**config.mk**
```make
export PLATFORM = sky130hd
export DESIGN_NAME = uart_alu_interface_flat
export DESIGN_NICKNAME = d
export VERILOG_FILES = /design/src/rtl/uart_alu_interface_if.sv /design/src/rtl/uart_alu_interface.sv /design/src/flat_wrapper.sv
export SDC_FILE = /design/constraint.sdc
export NUM_CORES = 1
export LEC_CHECK = 0
export CAP_MARGIN = 10
export CELL_PAD_IN_SITES_DETAIL_PLACEMENT = 0
export CELL_PAD_IN_SITES_GLOBAL_PLACEMENT = 1
export CORE_ASPECT_RATIO = 1.2
export CORE_UTILIZATION = 36
export CTS_CLUSTER_DIAMETER = 30
export DETAILED_ROUTE_END_ITERATION = 6
export PLACE_DENSITY = 0.84
export SLEW_MARGIN = 30
export SYNTH_ARGS = -nofsm -noshare
export SYNTH_HDL_FRONTEND = slang
export SYNTH_SLANG_ARGS = --single-unit
export TNS_END_PERCENT = 20
```
**constraint.sdc**
```tcl
create_clock -name clk -period 2 [get_ports clk]
set_clock_uncertainty 0.2 [all_clocks]
set_input_delay 0.6 -clock clk [delete_from_list [all_inputs] [get_ports clk]]
set_output_delay 0.6 -clock clk [all_outputs]
set_load 0.02 [all_outputs]
```
**src/rtl/uart_alu_interface_if.sv**
```systemverilog
// Bus between the UART/ALU byte sequencer and its receiver, ALU and transmitter.
// The master modport is the sequencer; the slave modport is the surrounding datapath.
interface uart_alu_interface_if #(
  parameter int unsigned DBIT  = 8,
  parameter int unsigned NB_OP = 6
);
  logic [DBIT-1:0]  rx_data;
  logic             rx_done;
  logic [DBIT-1:0]  alu_result;
  logic             tx_done;
  logic [DBIT-1:0]  dato_a;
  logic [DBIT-1:0]  dato_b;
  logic [NB_OP-1:0] opcode;
  logic [DBIT-1:0]  tx_data;
  logic             tx_start;
  logic             busy;
  logic             timeout;

  modport master (
    input  rx_data, rx_done, alu_result, tx_done,
    output dato_a, dato_b, opcode, tx_data, tx_start, busy, timeout
  );

  modport slave (
    output rx_data, rx_done, alu_result, tx_done,
    input  dato_a, dato_b, opcode, tx_data, tx_start, busy, timeout
  );
endinterface

```
**src/rtl/uart_alu_interface.sv**
```systemverilog
// Collects operand A, operand B and opcode bytes from the receiver, captures the ALU result
// and launches one transmission; partial frames are dropped after an inter-byte timeout.
module uart_alu_interface #(
  parameter int unsigned DBIT        = 8,
  parameter int unsigned NB_OP       = 6,
  parameter int unsigned TIMEOUT_CYC = 1_000_000
) (
  input logic                 clk,
  input logic                 rst_n,
  uart_alu_interface_if.master bus
);

  localparam int unsigned CntW = $clog2(TIMEOUT_CYC);
  localparam logic [CntW-1:0] CntLast = CntW'(TIMEOUT_CYC - 1);

  localparam logic [2:0] StWaitA  = 3'd0;
  localparam logic [2:0] StWaitB  = 3'd1;
  localparam logic [2:0] StWaitOp = 3'd2;
  localparam logic [2:0] StCalc   = 3'd3;
  localparam logic [2:0] StSend   = 3'd4;
  localparam logic [2:0] StWaitTx = 3'd5;

  logic [2:0]       state_q, state_d;
  logic [CntW-1:0]  cnt_q, cnt_d;
  logic [DBIT-1:0]  dato_a_q, dato_a_d;
  logic [DBIT-1:0]  dato_b_q, dato_b_d;
  logic [NB_OP-1:0] opcode_q, opcode_d;
  logic [DBIT-1:0]  tx_data_q, tx_data_d;
  logic             timeout_pulse;
  logic [CntW-1:0]  cnt_inc;

  // Saturating increment so the gap counter can never wrap.
  assign cnt_inc = (cnt_q == {CntW{1'b1}}) ? cnt_q : cnt_q + 1'b1;

  always_comb begin
    state_d       = state_q;
    cnt_d         = '0;
    dato_a_d      = dato_a_q;
    dato_b_d      = dato_b_q;
    opcode_d      = opcode_q;
    tx_data_d     = tx_data_q;
    timeout_pulse = 1'b0;
    unique case (state_q)
      StWaitA: begin
        if (bus.rx_done) begin
          dato_a_d = bus.rx_data;
          state_d  = StWaitB;
        end
      end
      StWaitB: begin
        if (bus.rx_done) begin
          dato_b_d = bus.rx_data;
          state_d  = StWaitOp;
        end else if (cnt_q == CntLast) begin
          timeout_pulse = 1'b1;
          state_d       = StWaitA;
        end else begin
          cnt_d = cnt_inc;
        end
      end
      StWaitOp: begin
        if (bus.rx_done) begin
          opcode_d = bus.rx_data[NB_OP-1:0];
          state_d  = StCalc;
        end else if (cnt_q == CntLast) begin
          timeout_pulse = 1'b1;
          state_d       = StWaitA;
        end else begin
          cnt_d = cnt_inc;
        end
      end
      StCalc: begin
        tx_data_d = bus.alu_result;
        state_d   = StSend;
      end
      StSend: begin
        state_d = StWaitTx;
      end
      StWaitTx: begin
        if (bus.tx_done) begin
          state_d = StWaitA;
        end
      end
      default: begin
        state_d = StWaitA;
      end
    endcase
  end

  always_ff @(posedge clk or negedge rst_n) begin
    if (!rst_n) begin
      state_q   <= StWaitA;
      cnt_q     <= '0;
      dato_a_q  <= '0;
      dato_b_q  <= '0;
      opcode_q  <= '0;
      tx_data_q <= '0;
    end else begin
      state_q   <= state_d;
      cnt_q     <= cnt_d;
      dato_a_q  <= dato_a_d;
      dato_b_q  <= dato_b_d;
      opcode_q  <= opcode_d;
      tx_data_q <= tx_data_d;
    end
  end

  assign bus.dato_a   = dato_a_q;
  assign bus.dato_b   = dato_b_q;
  assign bus.opcode   = opcode_q;
  assign bus.tx_data  = tx_data_q;
  assign bus.tx_start = (state_q == StSend);
  assign bus.busy     = (state_q == StCalc) || (state_q == StSend) || (state_q == StWaitTx);
  // Combinational so the pulse lands in the same cycle the counter hits its last value.
  assign bus.timeout  = timeout_pulse;

endmodule

```
**src/flat_wrapper.sv**
```systemverilog
// flat-port wrapper written by rule: the top's interface ports become plain ports
module uart_alu_interface_flat 
#(
  parameter int unsigned DBIT        = 8,
  parameter int unsigned NB_OP       = 6,
  parameter int unsigned TIMEOUT_CYC = 1_000_000
)
  (clk, rst_n, bus_rx_data, bus_rx_done, bus_alu_result, bus_tx_done, bus_dato_a, bus_dato_b, bus_opcode, bus_tx_data, bus_tx_start, bus_busy, bus_timeout);
  uart_alu_interface_if #(.DBIT(DBIT), .NB_OP(NB_OP)) bus_i ();
  input logic clk;
  input logic rst_n;
  input wire logic [$bits(bus_i.rx_data)-1:0] bus_rx_data;
  input wire logic [$bits(bus_i.rx_done)-1:0] bus_rx_done;
  input wire logic [$bits(bus_i.alu_result)-1:0] bus_alu_result;
  input wire logic [$bits(bus_i.tx_done)-1:0] bus_tx_done;
  output wire logic [$bits(bus_i.dato_a)-1:0] bus_dato_a;
  output wire logic [$bits(bus_i.dato_b)-1:0] bus_dato_b;
  output wire logic [$bits(bus_i.opcode)-1:0] bus_opcode;
  output wire logic [$bits(bus_i.tx_data)-1:0] bus_tx_data;
  output wire logic [$bits(bus_i.tx_start)-1:0] bus_tx_start;
  output wire logic [$bits(bus_i.busy)-1:0] bus_busy;
  output wire logic [$bits(bus_i.timeout)-1:0] bus_timeout;
  assign bus_i.rx_data = bus_rx_data;
  assign bus_i.rx_done = bus_rx_done;
  assign bus_i.alu_result = bus_alu_result;
  assign bus_i.tx_done = bus_tx_done;
  assign bus_dato_a = bus_i.dato_a;
  assign bus_dato_b = bus_i.dato_b;
  assign bus_opcode = bus_i.opcode;
  assign bus_tx_data = bus_i.tx_data;
  assign bus_tx_start = bus_i.tx_start;
  assign bus_busy = bus_i.busy;
  assign bus_timeout = bus_i.timeout;
  uart_alu_interface #(.DBIT(DBIT), .NB_OP(NB_OP), .TIMEOUT_CYC(TIMEOUT_CYC)) u_core (.clk(clk), .rst_n(rst_n), .bus(bus_i));
endmodule
```
# Word-level counts from Yosys, hierarchy flattened
# Index checks and enable logic that the tools add are counted.
[classes]
n_addsub = 1
n_eq_ne = 10
div = 0
order_cmp = 0
n_mul = 0
n_reduce_logical = 8
bitwise_logic = 0
n_mux = 13
shifts = 0
[ops]
columns = ["cell", "count"]
rows = [
  ["$mux 20", 4],
  ["$eq 20x20->1 const B", 2],
  ["$add 20x1->20 const B", 1],
  ["$pmux 3 s6", 1],
  ["$mux 3", 5],
  ["$reduce_and 2->1", 4],
  ["$eq 3x2->1 const B", 2],
  ["$eq 3x3->1 const B", 2],
  ["$ne 2x2->1 const B", 2],
  ["$ne 4x4->1 const B", 1],
  ["$eq 3x1->1 const B", 1],
  ["$logic_not 3->1", 1],
  ["$mux 1", 3],
  ["$logic_or 1x1->1", 2],
  ["$reduce_or 2->1", 1],
]
[word_totals]
mem_count = 0
wordCells = 38
ff_bits = 53
out_inout_bits = 33
latch_bits = 0
ramBits = 0
romBits = 0
in_bits = 20

# Longest topological paths before layout
# Gate-level depths: netlist (run 1).
[depth]
depth_word = 5
ltp_mapped = 7
mapped_depth_nobuf = 6

# Least setup slack after synthesis (run 1)
# OpenSTA, ideal clock, no wires.
[synth_timing]
path_type = "reg-to-output"
startpoint = "reg u_core.cnt_q[6]"
endpoint = "out bus_timeout"
arrival_time_ns = 1.567
stages_incl_launch_ff = 4
slack_ns = -0.367
t_required_ns = 1.200
cell_sequence = "dfrtp_1 or4b_2 nor4_1 and4_1"
[synth_via]
elab_chain_len = 4
[synth_rtl]
columns = ["item", "line_no", "source"]
rows = [
  ["start, declared", "uart_alu_interface.sv:24", "logic [CntW-1:0] cnt_q, cnt_d;"],
  ["start signal, assigned", "uart_alu_interface.sv:100", "cnt_q <= cnt_d;"],
  ["$eq 20x20->1", "uart_alu_interface.sv:54, uart_alu_interface.sv:65", ""],
  ["$mux 1", "uart_alu_interface.sv:54, uart_alu_interface.sv:65", ""],
  ["$mux 1", "uart_alu_interface.sv:51", "if (bus.rx_done) begin"],
  ["$mux 1", "--", ""],
  ["end, declared", "flat_wrapper.sv:22", "output wire logic [$bits(bus_i.timeout)-1:0] bus_timeout;"],
]
# Every way passes these cells.

# Final worst setup path (run 1)
# Ends and elaborated chain as after synthesis.

==> results of run 1 <==
==> logic make-up after synthesis <==
| family | count (synthesis) | synth area share |
|---|---|---|
| muxes | 31 | 0.143 |
| DFF | 53 | 0.545 |
| buffers and inverters | 10 | 0.0226 |
| xor gates and xnor gates | 12 | 0.0432 |
| adders and majority gates | 1 | 0.00514 |
| and+or+nand+nor | 79 | 0.186 |
| AOI/OAI and AO/OA | 23 | 0.0550 |
==> per-layer routing <==
layer	vias to the layer above	share of wire	track usage
li1	949	-	-
met1	950	0.42	0.197
met2	62	0.52	0.301
met3	6	0.049	0.0299
met4	0	0.010	0.0440
met5	-	0	0
==> cell type report <==
type / instances / area, µm² / area share
repair buffers: 100 / 865 / 0.242
clock inverters: 2 / 38.8 / 0.0108
clock buffers: 6 / 72.6 / 0.0203
flip-flops and latches: 53 / 1330 / 0.371
well taps: 85 / 106 / 0.0297
multi-input cells: 147 / 1170 / 0.327
==> where the power goes <==
group | total [mW] | switching [mW] | internal, mW
logic | 1.92 | 0.984 | 0.937
registers | 1.59 | 0.164 | 1.42
clock network | 0.714 | 0.338 | 0.376
total | 4.22 | 1.49 | 2.74
==> cell usage after synthesis (2+ instances only) <==
cell type  number
dfrtp_1        53
mux2_2         30
nor2_1         18
a21oi_1        11
xnor2_1        11
nand2_1        10
nand3_1         7
clkbuf_1        6
nand4_1         5
nor3_1          5
nor3b_1         5
nor4b_1         4
o21ai_0         4
and2_1          3
and3_1          3
and4_1          3
nand2b_1        3
o31ai_1         3
or3_1           3
a31oi_1         2
buf_2           2
buf_6           2
nor4_1          2
or4_1           2
==> state kept, by name, summed over array words and instances, names as in the netlist <==
signal	cells
u_core.bus.opcode	6
u_core.bus.tx_data	8
u_core.bus.dato_b	8
u_core.cnt_q	20
u_core.state_q	3
u_core.bus.dato_a	8
==> through the flow <==
step	setup WS, ns	instance area (µm²)	util
2_1_floorplan	-0.156	2440	-
3_3_place_gp	-0.907	3340	0.515
3_5_place_dp	-0.963	3340	0.515
4_1_cts	-0.553	3480	0.536
5_1_grt	-0.610	3580	0.552
6_report	-0.531	3580	0.552
==> path summary, 6_finish.rpt <==
| kind | start | endpoint | slack (ns) | cells past startpoint |
|---|---|---|---|---|
| max | u_core.cnt_q[6] | bus_timeout | -0.53 | 4 |
| min | rst_n | u_core.bus.tx_data[7] | 0.08 | 2 |
| max reg2reg | u_core.cnt_q[0] | u_core.cnt_q[12] | -0.02 | 6 |
| min reg2reg | u_core.bus.dato_b[4] | u_core.bus.dato_b[4] | 0.31 | 1 |
| max in group asynchronous | rst_n | u_core.cnt_q[14] | 1.29 | 2 |
| min in group clk | u_core.bus.dato_b[4] | u_core.bus.dato_b[4] | 0.31 | 1 |
==> worst max-delay path, cell delays in order (launching register included) <==
cell and delay [ns]:
dfrtp_1 0.39, or4b_4 0.55, nor4_4 0.14, and4_4 0.24
buf_6 0.11
==> what timing repair did <==
action	CTS	global route
endpoints found under the setup margin	56	23
resized for setup	56	20
pin swaps	3	7
cloned	0	1
setup buffers	4	2
==> results.tsv, run 1 <==
stage	metric	value	unit
drt	vias per std cell	5.01	
global_routing	GRT overflow	0	
drt	ANT nets after route	0	
setup_path	Crit Path Class	reg2out	
setup_path	Crit path required time	1.20	ns
floorplan	Initial Util	0.375	
logic_synthesis	Post-Syn Area	2430	µm²
placement	placed cells	378	
clocking	TritonCTS clock tree	yes	
drt	wire per inst	14.1	µm
placement	PortBufs	52	
drt	via count	1967	
logic_synthesis	asr flop ratio synth	1.00	
global_routing	first-pass GRT wire length	9380	µm
logic_synthesis	Synth warnings	0	
logic_synthesis	number of synthesized flops with an enable pin	0	
clocking	cts hold-fix bufs	0	
finish	fin cells	393	
global_routing	largest net degree at the start of global routing	54	
floorplan	height of the chip	92.0	µm
sta	RSZ-0062 raised after global routing	yes	
placement	Final GP Congestion	0.809	
setup_path	crit start category	flip-flop	
floorplan	row count	32	
clocking	Worst-path clk slew	0.09	ns
power_and_ir_drop	power per cell area	1180	nW/µm²
worst_hold_path	worst hold path type	in2async	
finish	commonest cells after routing, fill and taps aside	53 x dfrtp_1, 44 x buf_4, 31 x dlygate4sd2_1, 30 x mux2_2, 17 x clkdlybuf4s50_1	
drt	DRC errors left	0	
global_routing	vias in the first global route	2032	
drt	Initial DRC Count	70	
logic_synthesis	Yosys reg bits	53	
power_and_ir_drop	leakage power	1.57	nW
sta	Final period util	1.27	
job	maxcap violations	0	
setup_path	CP arrival	1.73	ns
drt	first drt pass iteration count	4	
global_routing	Tot GR Track Use	0.165	
sta	fmax	395	MHz
power_and_ir_drop	VDD IR max	0.566	mV
clocking	Root Driver	clkbuf_8	
sta	Period minus WS final	2.53	ns
logic_synthesis	syn_nets	230	
finish	Fillers	559	
setup_path	CP endpoint kind	output port	
finish	fraction of layout cells with a size suffix above 1	0.357	
setup_path	Worst Path Max Fanout	2	
clocking	clock latency at the later pin of the worst-skew pair	0.30	ns
sta	Final Hold Vio Count	0	
floorplan	core area	6490	µm²
power_and_ir_drop	Final Power	4.22	mW
sta	Max Slew Vio Count	0	
logic_synthesis	Main synth FF type	dfrtp_1	
run_status	status	finished with violations	
logic_synthesis	Syn Inst Count	209	
clocking	H-tree Lvls	2	
logic_synthesis	largest cells by area after synthesis	dfrtp_1 55%, mux2_2 14%, xnor2_1 4.0%	
floorplan	Die X	77.0	µm
logic_synthesis	synth unique cells	36	
clocking	Sinks on Clock Net	53	
sta	Least-Margin Pin Slew	0.283	ns
sta	# setup viols final	3	
run_status	failing checks	setup timing	
floorplan	I/O Pins	53	
sta	setup TNS	-0.591	ns
logic_synthesis	post-synthesis sequential area ratio	0.545	
clocking	CTS max path bufs	2	
sta	relative slew slack	0.809	
global_routing	initial antenna violation count	0	
finish	Synth-to-Final Area Change	47.1	%
finish	nets	328	
sta	PnR worst setup slack	-0.531	ns
floorplan	die area	7090	µm²
sta	WHS	0.0798	ns
finish	antenna fix cells	0	
logic_synthesis	post-synth top area share	0.545	
logic_synthesis	area leader, netlist	dfrtp_1	
logic_synthesis	synthesized area per cell	11.6	µm²
placement	detailed placer's ending HPWL	3890	µm
drt	WL final	5560	µm
finish	most common cell after layout, fill and taps aside	dfrtp_1	
clocking	cts bufs inserted	5	
No activity file was read; power rests on OpenSTA's default activity.
==> run 2: changes to the inputs <==
--- a/config.mk
+++ b/config.mk
@@ -9,10 +9,11 @@
 export CELL_PAD_IN_SITES_DETAIL_PLACEMENT = 0
 export CELL_PAD_IN_SITES_GLOBAL_PLACEMENT = 1
 export CORE_ASPECT_RATIO = 1.2
-export CORE_UTILIZATION = 36
+export CORE_UTILIZATION = 37
+export CTS_BUF_LIST = sky130_fd_sc_hd__clkbuf_2 sky130_fd_sc_hd__clkbuf_4 sky130_fd_sc_hd__clkbuf_8
 export CTS_CLUSTER_DIAMETER = 30
 export DETAILED_ROUTE_END_ITERATION = 6
-export PLACE_DENSITY = 0.84
+export PLACE_DENSITY = 0.86
 export SLEW_MARGIN = 30
 export SYNTH_ARGS = -nofsm -noshare
 export SYNTH_HDL_FRONTEND = slang
==> results.tsv, run 2 (synthesized netlist as in run 1, its figures left out) <==
stage	metric	value	unit	change
floorplan	row count	32		unchanged
power_and_ir_drop	Final Power	4.15	mW	-1.7%
power_and_ir_drop	leakage power	1.56	nW	about the same
placement	PortBufs	52		unchanged
setup_path	critical path, cell by cell	or4b_4 -> nor4_4 -> and4_4 -> buf_6		
sta	RSZ-0062 raised after global routing	yes		
sta	fmax	388	MHz	-1.7%
global_routing	Tot GR Track Use	0.173		+0.00852
drt	via count	1994		+1.4%
setup_path	CP endpoint kind	output port		
setup_path	Buf/Inv on CP	1		unchanged
worst_hold_path	worst hold path type	in2async		
clocking	H-tree Lvls	2		unchanged
finish	fin cells	395		+0.51%
setup_path	CP top delay family	simple AND/OR/NAND/NOR gates		
setup_path	Slowest-stage cell, CP	or4b_4		
setup_path	crit start category	flip-flop		
finish	antenna fix cells	0		unchanged
finish	max reg flops	20		unchanged
global_routing	largest net degree at the start of global routing	54		unchanged
drt	vias per std cell	5.05		+0.86%
placement	placed cells	381		+0.79%
sta	Least-Margin Pin Slew	0.366	ns	+0.0832 ns
finish	most flop-heavy register	u_core.cnt_q		
floorplan	core area	6410	µm²	-1.2%
global_routing	initial antenna violation count	0		unchanged
sta	# setup viols final	2		-1
floorplan	die area	6900	µm²	-2.6%
drt	wire per inst	14.5	µm	+2.8%
finish	commonest cells after routing, fill and taps aside	53 x dfrtp_1, 46 x buf_4, 31 x dlygate4sd2_1, 29 x mux2_2, 17 x clkdlybuf4s50_1		
setup_path	max incr delay on CP	0.56	ns	about the same
drt	first drt pass iteration count	4		unchanged
finish	nets	330		+0.61%
global_routing	first-pass GRT wire length	9570	µm	+2.0%
sta	PnR worst setup slack	-0.574	ns	-0.0430 ns
sta	relative slew slack	0.752		-0.0563
setup_path	Crit Path Class	reg2out		
power_and_ir_drop	VDD IR max	0.463	mV	-18%
setup_path	Worst Path Max Fanout	2		unchanged
sta	Max Slew Vio Count	0		unchanged
setup_path	CP arrival	1.77	ns	+0.04 ns
drt	Initial DRC Count	71		+1.4%
finish	Synth-to-Final Area Change	47.1	%	about the same
finish	Fillers	570		+2.0%
clocking	cts bufs inserted	5		unchanged
job	maxcap violations	0		unchanged
clocking	Root Driver	clkbuf_8		
placement	pre-CTS setup slack	-0.949	ns	+0.0142 ns
drt	ANT nets after route	0		unchanged
run_status	status	finished with violations		
run_status	failing checks	setup timing		
floorplan	Die X	76.0	µm	-1.3%
clocking	clock latency at the later pin of the worst-skew pair	0.31	ns	about the same
drt	DRC errors left	0		unchanged
setup_path	Crit path required time	1.20	ns	about the same
finish	fraction of layout cells with a size suffix above 1	0.358		+0.000922
clocking	CTS max path bufs	2		unchanged
finish	Finished Core Util	0.559		+0.00709
global_routing	GRT overflow	0		unchanged
sta	Period minus WS final	2.57	ns	+0.0430 ns
floorplan	I/O Pins	53		unchanged
finish	most common cell after layout, fill and taps aside	dfrtp_1		
placement	Final GP Congestion	0.851		+5.2%
sta	WHS	0.0659	ns	-0.0140 ns
sta	Final Hold Vio Count	0		unchanged
global_routing	vias in the first global route	2036		+0.20%
power_and_ir_drop	power per cell area	1160	nW/µm²	-1.7%
sta	Final period util	1.29		+0.0215
clocking	Sinks on Clock Net	53		unchanged
floorplan	height of the chip	90.8	µm	-1.3%
floorplan	Initial Util	0.380		+0.00469
clocking	Worst-path clk slew	0.10	ns	about the same
drt	WL final	5740	µm	+3.3%
placement	detailed placer's ending HPWL	4060	µm	+4.5%
clocking	TritonCTS clock tree	yes		
==> run 2: final timing paths <==
path	from	endpoint	slack, ns	depth (start not counted)
max in group asynchronous	rst_n	u_core.cnt_q[4]	1.29	2
max	u_core.cnt_q[6]	bus_timeout	-0.57	4
min	rst_n	u_core.bus.tx_data[7]	0.07	2
min in group clk	u_core.bus.opcode[0]	u_core.bus.opcode[0]	0.31	1
max reg2reg	u_core.cnt_q[7]	u_core.cnt_q[11]	0.02	6
min reg2reg	u_core.bus.opcode[0]	u_core.bus.opcode[0]	0.31	1
==> run 2: area by class of cell <==
type | count | area (µm²) | area share
clock buffers | 5 | 68.8 | 0.0192
multi-input cells | 147 | 1170 | 0.328
flip-flops and latches | 53 | 1330 | 0.371
clock inverters | 3 | 25.0 | 0.00699
repair buffers | 102 | 880 | 0.246
well taps | 85 | 106 | 0.0297
==> run 2: layer usage <==
metal / wire (µm) / track usage / share of wire / vias to the layer above
met3: 253 / 0.0364 / 0.044 / 13
met4: 101 / 0.0609 / 0.018 / 0
met2: 3010 / 0.304 / 0.52 / 55
met5: 0 / 0 / 0 / -
li1: - / - / - / 952
met1: 2380 / 0.210 / 0.41 / 974
==> run 2: what timing repair did <==
action | CTS | global route
hold buffers | 0 | 0
pin swaps | 2 | 4
buffers inserted | 5 | 0
gates resized for setup | 61 | 13
setup endpoints to repair | 49 | 23
cloned | 0 | 1
==> run 2: per-stage QoR <==
| stage | cell area, µm² | TNS [ns] |
|---|---|---|
| final | 3580 | -0.605 |
| after global routing | 3580 | -0.816 |
| after CTS | 3510 | -0.651 |
| after detailed placement | 3360 | -12.72 |
| after global placement | 3360 | -11.69 |
| after floorplan | 2440 | -0.156 |
==> run 2: worst register-to-register path: stages (launching register included) <==
cell and delay (ns):
dfrtp_1 0.43, buf_4 0.16, nor4b_1 0.39, nand4_1 0.20, nand2_1 0.22, buf_4 0.21, a21oi_1 0.06
==> run 2: where the power goes <==
| part | internal [mW] | switching (mW) |
|---|---|---|
| combinational | 0.945 | 0.985 |
| clock | 0.254 | 0.376 |
| sequential | 1.42 | 0.168 |
